<file path="src/rtl/masked_random_source_if.sv">
`default_nettype none
// +----------------------------------------------------------------------+
// | masked_random_source_if: mask-vector valid/ready channel (r, p)      |
// | Revision: 1.0                                                        |
// +----------------------------------------------------------------------+
interface masked_random_source_if #(
  parameter int NUM_SHARES = 3,
  parameter int BIT_WIDTH  = 1
);
  localparam int NUM_QUADRATIC = NUM_SHARES * (NUM_SHARES - 1) / 2;

  logic [NUM_QUADRATIC-1:0][BIT_WIDTH-1:0] out_r;
  logic [NUM_QUADRATIC-1:0][BIT_WIDTH-1:0] out_p;
  logic                                    out_valid;
  logic                                    in_ready;

  modport master (output out_r, output out_p, output out_valid, input in_ready);
  modport slave  (input out_r, input out_p, input out_valid, output in_ready);
endinterface
`default_nettype wire

</file>
<file path="src/rtl/masked_random_source.sv">
`default_nettype none
// +----------------------------------------------------------------------+
// | masked_random_source: xorshift128 expander producing HPC3 masks      |
// | Revision: 1.0                                                        |
// +----------------------------------------------------------------------+
module masked_random_source #(
  parameter int NUM_SHARES = 3,
  parameter int BIT_WIDTH  = 1
) (
  input  wire logic              in_clock,
  input  wire logic              in_reset,
  input  wire logic              in_seed_valid,
  input  wire logic [127:0]      in_seed,
  output logic                   out_error,
  masked_random_source_if.master rnd
);
  localparam int NUM_QUADRATIC = NUM_SHARES * (NUM_SHARES - 1) / 2;
  localparam int LANE_W        = NUM_QUADRATIC * BIT_WIDTH;
  localparam int OUT_W         = 2 * LANE_W;
  localparam int STEPS         = (OUT_W + 31) / 32;
  localparam int ACC_W         = 32 * STEPS;
  localparam int CNT_W         = (STEPS > 1) ? $clog2(STEPS) : 1;
  localparam logic [CNT_W-1:0] LAST_WORD = CNT_W'(STEPS - 1);

  typedef enum logic [1:0] {
    IDLE  = 2'd0,
    FILL  = 2'd1,
    VALID = 2'd2
  } state_t;

  state_t             state, state_n;
  logic [31:0]        x, y, z, w;
  logic [31:0]        x_n, y_n, z_n, w_n;
  logic [ACC_W-1:0]   acc, acc_n;
  logic [CNT_W-1:0]   cnt, cnt_n;
  logic [LANE_W-1:0]  r_n, p_n;
  logic               valid_n, error_n;
  logic [31:0]        t, w_step;
  logic [ACC_W-1:0]   acc_step;

  // One xorshift128 step and the accumulator with its word slotted in.
  always_comb begin
    t        = x ^ (x << 11);
    w_step   = w ^ (w >> 19) ^ t ^ (t >> 8);
    acc_step = acc;
    acc_step[{cnt, 5'd0} +: 32] = w_step;
  end

  always_comb begin
    state_n = state;
    x_n     = x;
    y_n     = y;
    z_n     = z;
    w_n     = w;
    acc_n   = acc;
    cnt_n   = cnt;
    r_n     = rnd.out_r;
    p_n     = rnd.out_p;
    valid_n = rnd.out_valid;
    error_n = out_error;

    // A seed overrides everything; an all-zero seed would lock the generator.
    if (in_seed_valid) begin
      valid_n = 1'b0;
      if (in_seed != '0) begin
        {x_n, y_n, z_n, w_n} = in_seed;
        cnt_n   = '0;
        acc_n   = '0;
        error_n = 1'b0;
        state_n = FILL;
      end else begin
        error_n = 1'b1;
        state_n = IDLE;
      end
    end else begin
      case (state)
        FILL: begin
          x_n   = y;
          y_n   = z;
          z_n   = w;
          w_n   = w_step;
          acc_n = acc_step;
          if (cnt == LAST_WORD) begin
            r_n     = acc_step[LANE_W-1:0];
            p_n     = acc_step[OUT_W-1:LANE_W];
            valid_n = 1'b1;
            cnt_n   = '0;
            state_n = VALID;
          end else begin
            cnt_n = cnt + 1'b1;
          end
        end
        VALID: begin
          if (rnd.in_ready) begin
            valid_n = 1'b0;
            cnt_n   = '0;
            state_n = FILL;
          end
        end
        default: ;
      endcase
    end
  end

  always_ff @(posedge in_clock or posedge in_reset) begin
    if (in_reset) begin
      state         <= IDLE;
      x             <= '0;
      y             <= '0;
      z             <= '0;
      w             <= '0;
      acc           <= '0;
      cnt           <= '0;
      rnd.out_r     <= '0;
      rnd.out_p     <= '0;
      rnd.out_valid <= 1'b0;
      out_error     <= 1'b0;
    end else begin
      state         <= state_n;
      x             <= x_n;
      y             <= y_n;
      z             <= z_n;
      w             <= w_n;
      acc           <= acc_n;
      cnt           <= cnt_n;
      rnd.out_r     <= r_n;
      rnd.out_p     <= p_n;
      rnd.out_valid <= valid_n;
      out_error     <= error_n;
    end
  end
endmodule
`default_nettype wire

</file>
<file path="src/flat_wrapper.sv">
// flat-port wrapper written by rule: the top's interface ports become plain ports
module masked_random_source_flat 
#(
  parameter int NUM_SHARES = 3,
  parameter int BIT_WIDTH  = 1
)
  (in_clock, in_reset, in_seed_valid, in_seed, out_error, rnd_out_r, rnd_out_p, rnd_out_valid, rnd_in_ready);
  masked_random_source_if #(.NUM_SHARES(NUM_SHARES), .BIT_WIDTH(BIT_WIDTH)) rnd_i ();
  input  wire logic in_clock;
  input  wire logic in_reset;
  input  wire logic in_seed_valid;
  input  wire logic [127:0] in_seed;
  output logic out_error;
  output wire logic [$bits(rnd_i.out_r)-1:0] rnd_out_r;
  output wire logic [$bits(rnd_i.out_p)-1:0] rnd_out_p;
  output wire logic [$bits(rnd_i.out_valid)-1:0] rnd_out_valid;
  input wire logic [$bits(rnd_i.in_ready)-1:0] rnd_in_ready;
  assign rnd_out_r = rnd_i.out_r;
  assign rnd_out_p = rnd_i.out_p;
  assign rnd_out_valid = rnd_i.out_valid;
  assign rnd_i.in_ready = rnd_in_ready;
  masked_random_source #(.NUM_SHARES(NUM_SHARES), .BIT_WIDTH(BIT_WIDTH)) u_core (.in_clock(in_clock), .in_reset(in_reset), .in_seed_valid(in_seed_valid), .in_seed(in_seed), .out_error(out_error), .rnd(rnd_i));
endmodule
</file>
<file path="config.mk">
export PLATFORM = sky130hd
export DESIGN_NAME = masked_random_source_flat
export DESIGN_NICKNAME = d
export VERILOG_FILES = /design/src/rtl/masked_random_source_if.sv /design/src/rtl/masked_random_source.sv /design/src/flat_wrapper.sv
export SDC_FILE = /design/constraint.sdc
export NUM_CORES = 1
export LEC_CHECK = 0
export BUFFER_PORTS_ARGS = -buffer_cell sky130_fd_sc_hd__buf_2
export CAP_MARGIN = 30
export CORE_UTILIZATION = 52
export DETAILED_ROUTE_END_ITERATION = 12
export PLACE_DENSITY_LB_ADDON = 0.05
export SLEW_MARGIN = 20
export SYNTH_ARGS = -nofsm -noshare
export SYNTH_HDL_FRONTEND = slang
export SYNTH_SLANG_ARGS = --single-unit
</file>
<file path="constraint.sdc">
create_clock -name in_clock -period 3.99 [get_ports in_clock]
set_input_delay 0.5985 -clock in_clock [delete_from_list [all_inputs] [get_ports in_clock]]
set_output_delay 0.5985 -clock in_clock [all_outputs]
set_load 0.005 [all_outputs]
</file>
==> results.yml <==
cells_and_area:
  regArea_um2: 3428
  multi_input_area_um2: 4552
  fillerInstances: 1251
  mostFrequentLayoutCell: "buf_2"
  finish.net_count: 900
  syn_to_final_growth_pct: 17.62
  final_area_um2: 9656
  n_antenna_cell: 0
  fin_util: 0.6305
  final_cell_mix: "138 x buf_2, 137 x dfrtp_1, 120 x mux2_4"
  drive_gt1_frac: 0.5070
timing:
  hold_slack_ns: 0.2857
  slew_viol_final: 0
  grt_setup_unrepaired: "false"
  tightestPinTransition_ns: 0.8422
  finalSetupViolCount: 0
  clock.fmax_mhz: 369.7
  fin_crit_ns: 2.705
  finClkSkew_ns: 0.008772
  hold_violations: 0
  fin_crit_sh: 0.6778
  setup_tns_ns: 0
  slew_headroom: 0.4334
hold_path:
  hold_class: "primary input to asynchronous set/reset pin"
floorplan:
  die_w_um: 127.6
  row_count: 45
  ios: 140
  initial_utilization: 0.5360
  fp.dieH_um: 127.6
  die_area_um2: 16290
  core-area_um2: 15310
cts:
  numCtsBuffers: 17
  cts_tree: "yes"
  ctsResizeCount: 0
  clock-sinks: 137
  clock_path_buffers: 2
  clkTransAtPathRegs_ns: 0.06
  clk_latency_ns: 0.43
  cts_hold_buf: 0
  cts_root_buffer: "clkbuf_16"
  postCtsSetupBuffers: 0
  htree_num_levels: 4
yosys:
  synth.distinct_cells: 27
  synth-seq-cells: 137
  syn-num-nets: 769
  yosysSeqAreaShare: 0.4176
  synth_compound_area_frac: 0.02667
  muxShareOfSynthArea: 0.3621
  post-synth-top-area-cell: "dfrtp_1"
  synth_fa_ha_area_frac: 0
  synth_top_family_by_area: "multiplexers"
  netlist_instances: 637
  syn_area_um2: 8209
  syn_avg_cell_area_um2: 12.89
  synth_warnings: 0
  synthSimpleGateAreaFrac: 0.06783
  synth.area.top_cells: "dfrtp_1 42%, mux2_4 22%, mux2_2 13%"
  yosysTopAreaCellShare: 0.4176
  synth_xor_area_frac: 0.09602
critical_path:
  path_class: "primary input to flip-flop"
  reg2reg_to: "u_core.y[29]$_DFFE_PP0P_"
  r2r-start: "u_core.rnd.out_valid$_DFFE_PP0P_"
  cp-start-kind: "primary input"
  crit_chain: "buf_2 > nor4b_1 > nand4_1 > nor4_1 > clkbuf_2 > a31oi_4 > buf_12 > mux2_1"
  crit_slowest_cell: "nor4b_1"
  cp.required_ns: 4.29
  r2r_setup_slack_ns: 1.99
  worstPathArrival_ns: 3.01
  slowest_delay_ns: 0.58
  cp_num_buf_inv: 3
  r2r_cells: 5
  path_max_fanout: 95
  crit_family: "simple AND/OR/NAND/NOR gates"
  end_kind: "flip-flop"
placed_design:
  hpwl_um: 16630
  post_dp_cell_area_um2: 9036
  place_congestion: 0.8640
  io_buffers: 139
global_routing:
  grt_use_met2: 0.4526
  busiest_layer: "met2"
  grt_use_met1: 0.4182
  grt_start_max_net_pins: 167
  grt.overflow.total: 0
  track_usage: 0.2942
  use_met3: 0.05025
  grt_pass1_vias: 5710
  grt_pass1_wl_um: 34460
  antenna_found_initial: 0
detailed_routing:
  drt_first_iter_violations: 389
  drt_pre_antenna_iters: 4
  ant_nets: 0
  wl_per_cell_um: 22.97
  drc: 0
  vias: 5546
  wirelength_um: 22780
  vias_per_cell: 5.591
power_and_ir_drop:
  ir_drop_uv: 407.8
  power.density_nw_per_um2: 663.8
  total_power_mw: 6.409
  p_leak_nw: 4.418
run:
  cap_violations: 0
run_status:
  status: "completed"
per-stage QoR:
stage          std cells  setup slack [ns]
2_1_floorplan        637             1.684
4_1_cts              991            0.9371
3_3_place_gp         959            0.5762
5_1_grt              992             1.308
6_report             992             1.285
3_5_place_dp         959            0.4966
cell type report:
class | instances | share of cell area
Clock buffer | 20 | 0.04833
Clock inverter | 12 | 0.01529
Timing Repair Buffer | 145 | 0.08060
Sequential cell | 137 | 0.3551
Tap cell | 211 | 0.02734
Inverter | 4 | 0.001944
Multi-Input combinational cell | 463 | 0.4714
cell usage after synthesis, drive strengths merged:
master  number
nor4        42
clkbuf      14
nand4       11
nor2         6
dfrtp      137
a31oi        1
nor4b        2
a21oi        2
xnor2       70
mux2       224
xor2        20
nor2b        1
or4          1
buf         19
o21a         1
nand2       40
nor3         2
o21ai       39
nand3        1
inv          4
worst reg2reg max path, delay by kind of cell, from the launching register on:
family | cells | cell delay, ns
buffers and inverters | 2 | 0.63
muxes | 1 | 0.50
DFF | 1 | 0.40
AOI/OAI and AO/OA | 2 | 0.35
cells by family (layout without fill, tap and decap cells):
logic type | after synthesis | in the layout
flip-flops | 137 | 137
XOR/XNOR | 90 | 90
buffers and inverters | 37 | 181
multiplexers | 224 | 224
AO/OA/AOI/OAI | 43 | 43
AND/OR/NAND/NOR | 106 | 106
worst max-delay path by stage:
stage                           start                           end  slack (ns)  cells past startpoint
after detailed placement  in_seed[25]      u_core.y[29]$_DFFE_PP0P_        0.50                      7
after floorplan              in_reset  u_core.out_error$_DFFE_PP0P_        1.68                      1
after CTS                 in_seed[25]      u_core.y[29]$_DFFE_PP0P_        0.94                      7
after global routing      in_seed[81]      u_core.y[29]$_DFFE_PP0P_        1.31                      7
after global placement    in_seed[25]      u_core.y[29]$_DFFE_PP0P_        0.58                      7
final                     in_seed[25]      u_core.y[29]$_DFFE_PP0P_        1.29                      8
power by group:
part | total, mW | switching (mW) | internal [mW]
Combinational | 2.38 | 0.908 | 1.47
Clock | 1.65 | 0.622 | 1.03
Sequential | 2.38 | 0.515 | 1.87
Total | 6.41 | 2.04 | 4.36
per-layer routing:
layer,up-vias,share of wire
li1,2555,-
met1,2784,0.45
met2,178,0.46
met3,29,0.059
met4,0,0.024
met5,-,0
state kept, by name, summed over array words and instances (netlist names):
register	flops
u_core.w	32
u_core.x	32
u_core.y	32
u_core.z	32
u_core.rnd.out_p	3
u_core.rnd.out_r	3
u_core.out_error	1
u_core.rnd.out_valid	1
u_core.state	1
(Power assumes the default switching activity.)
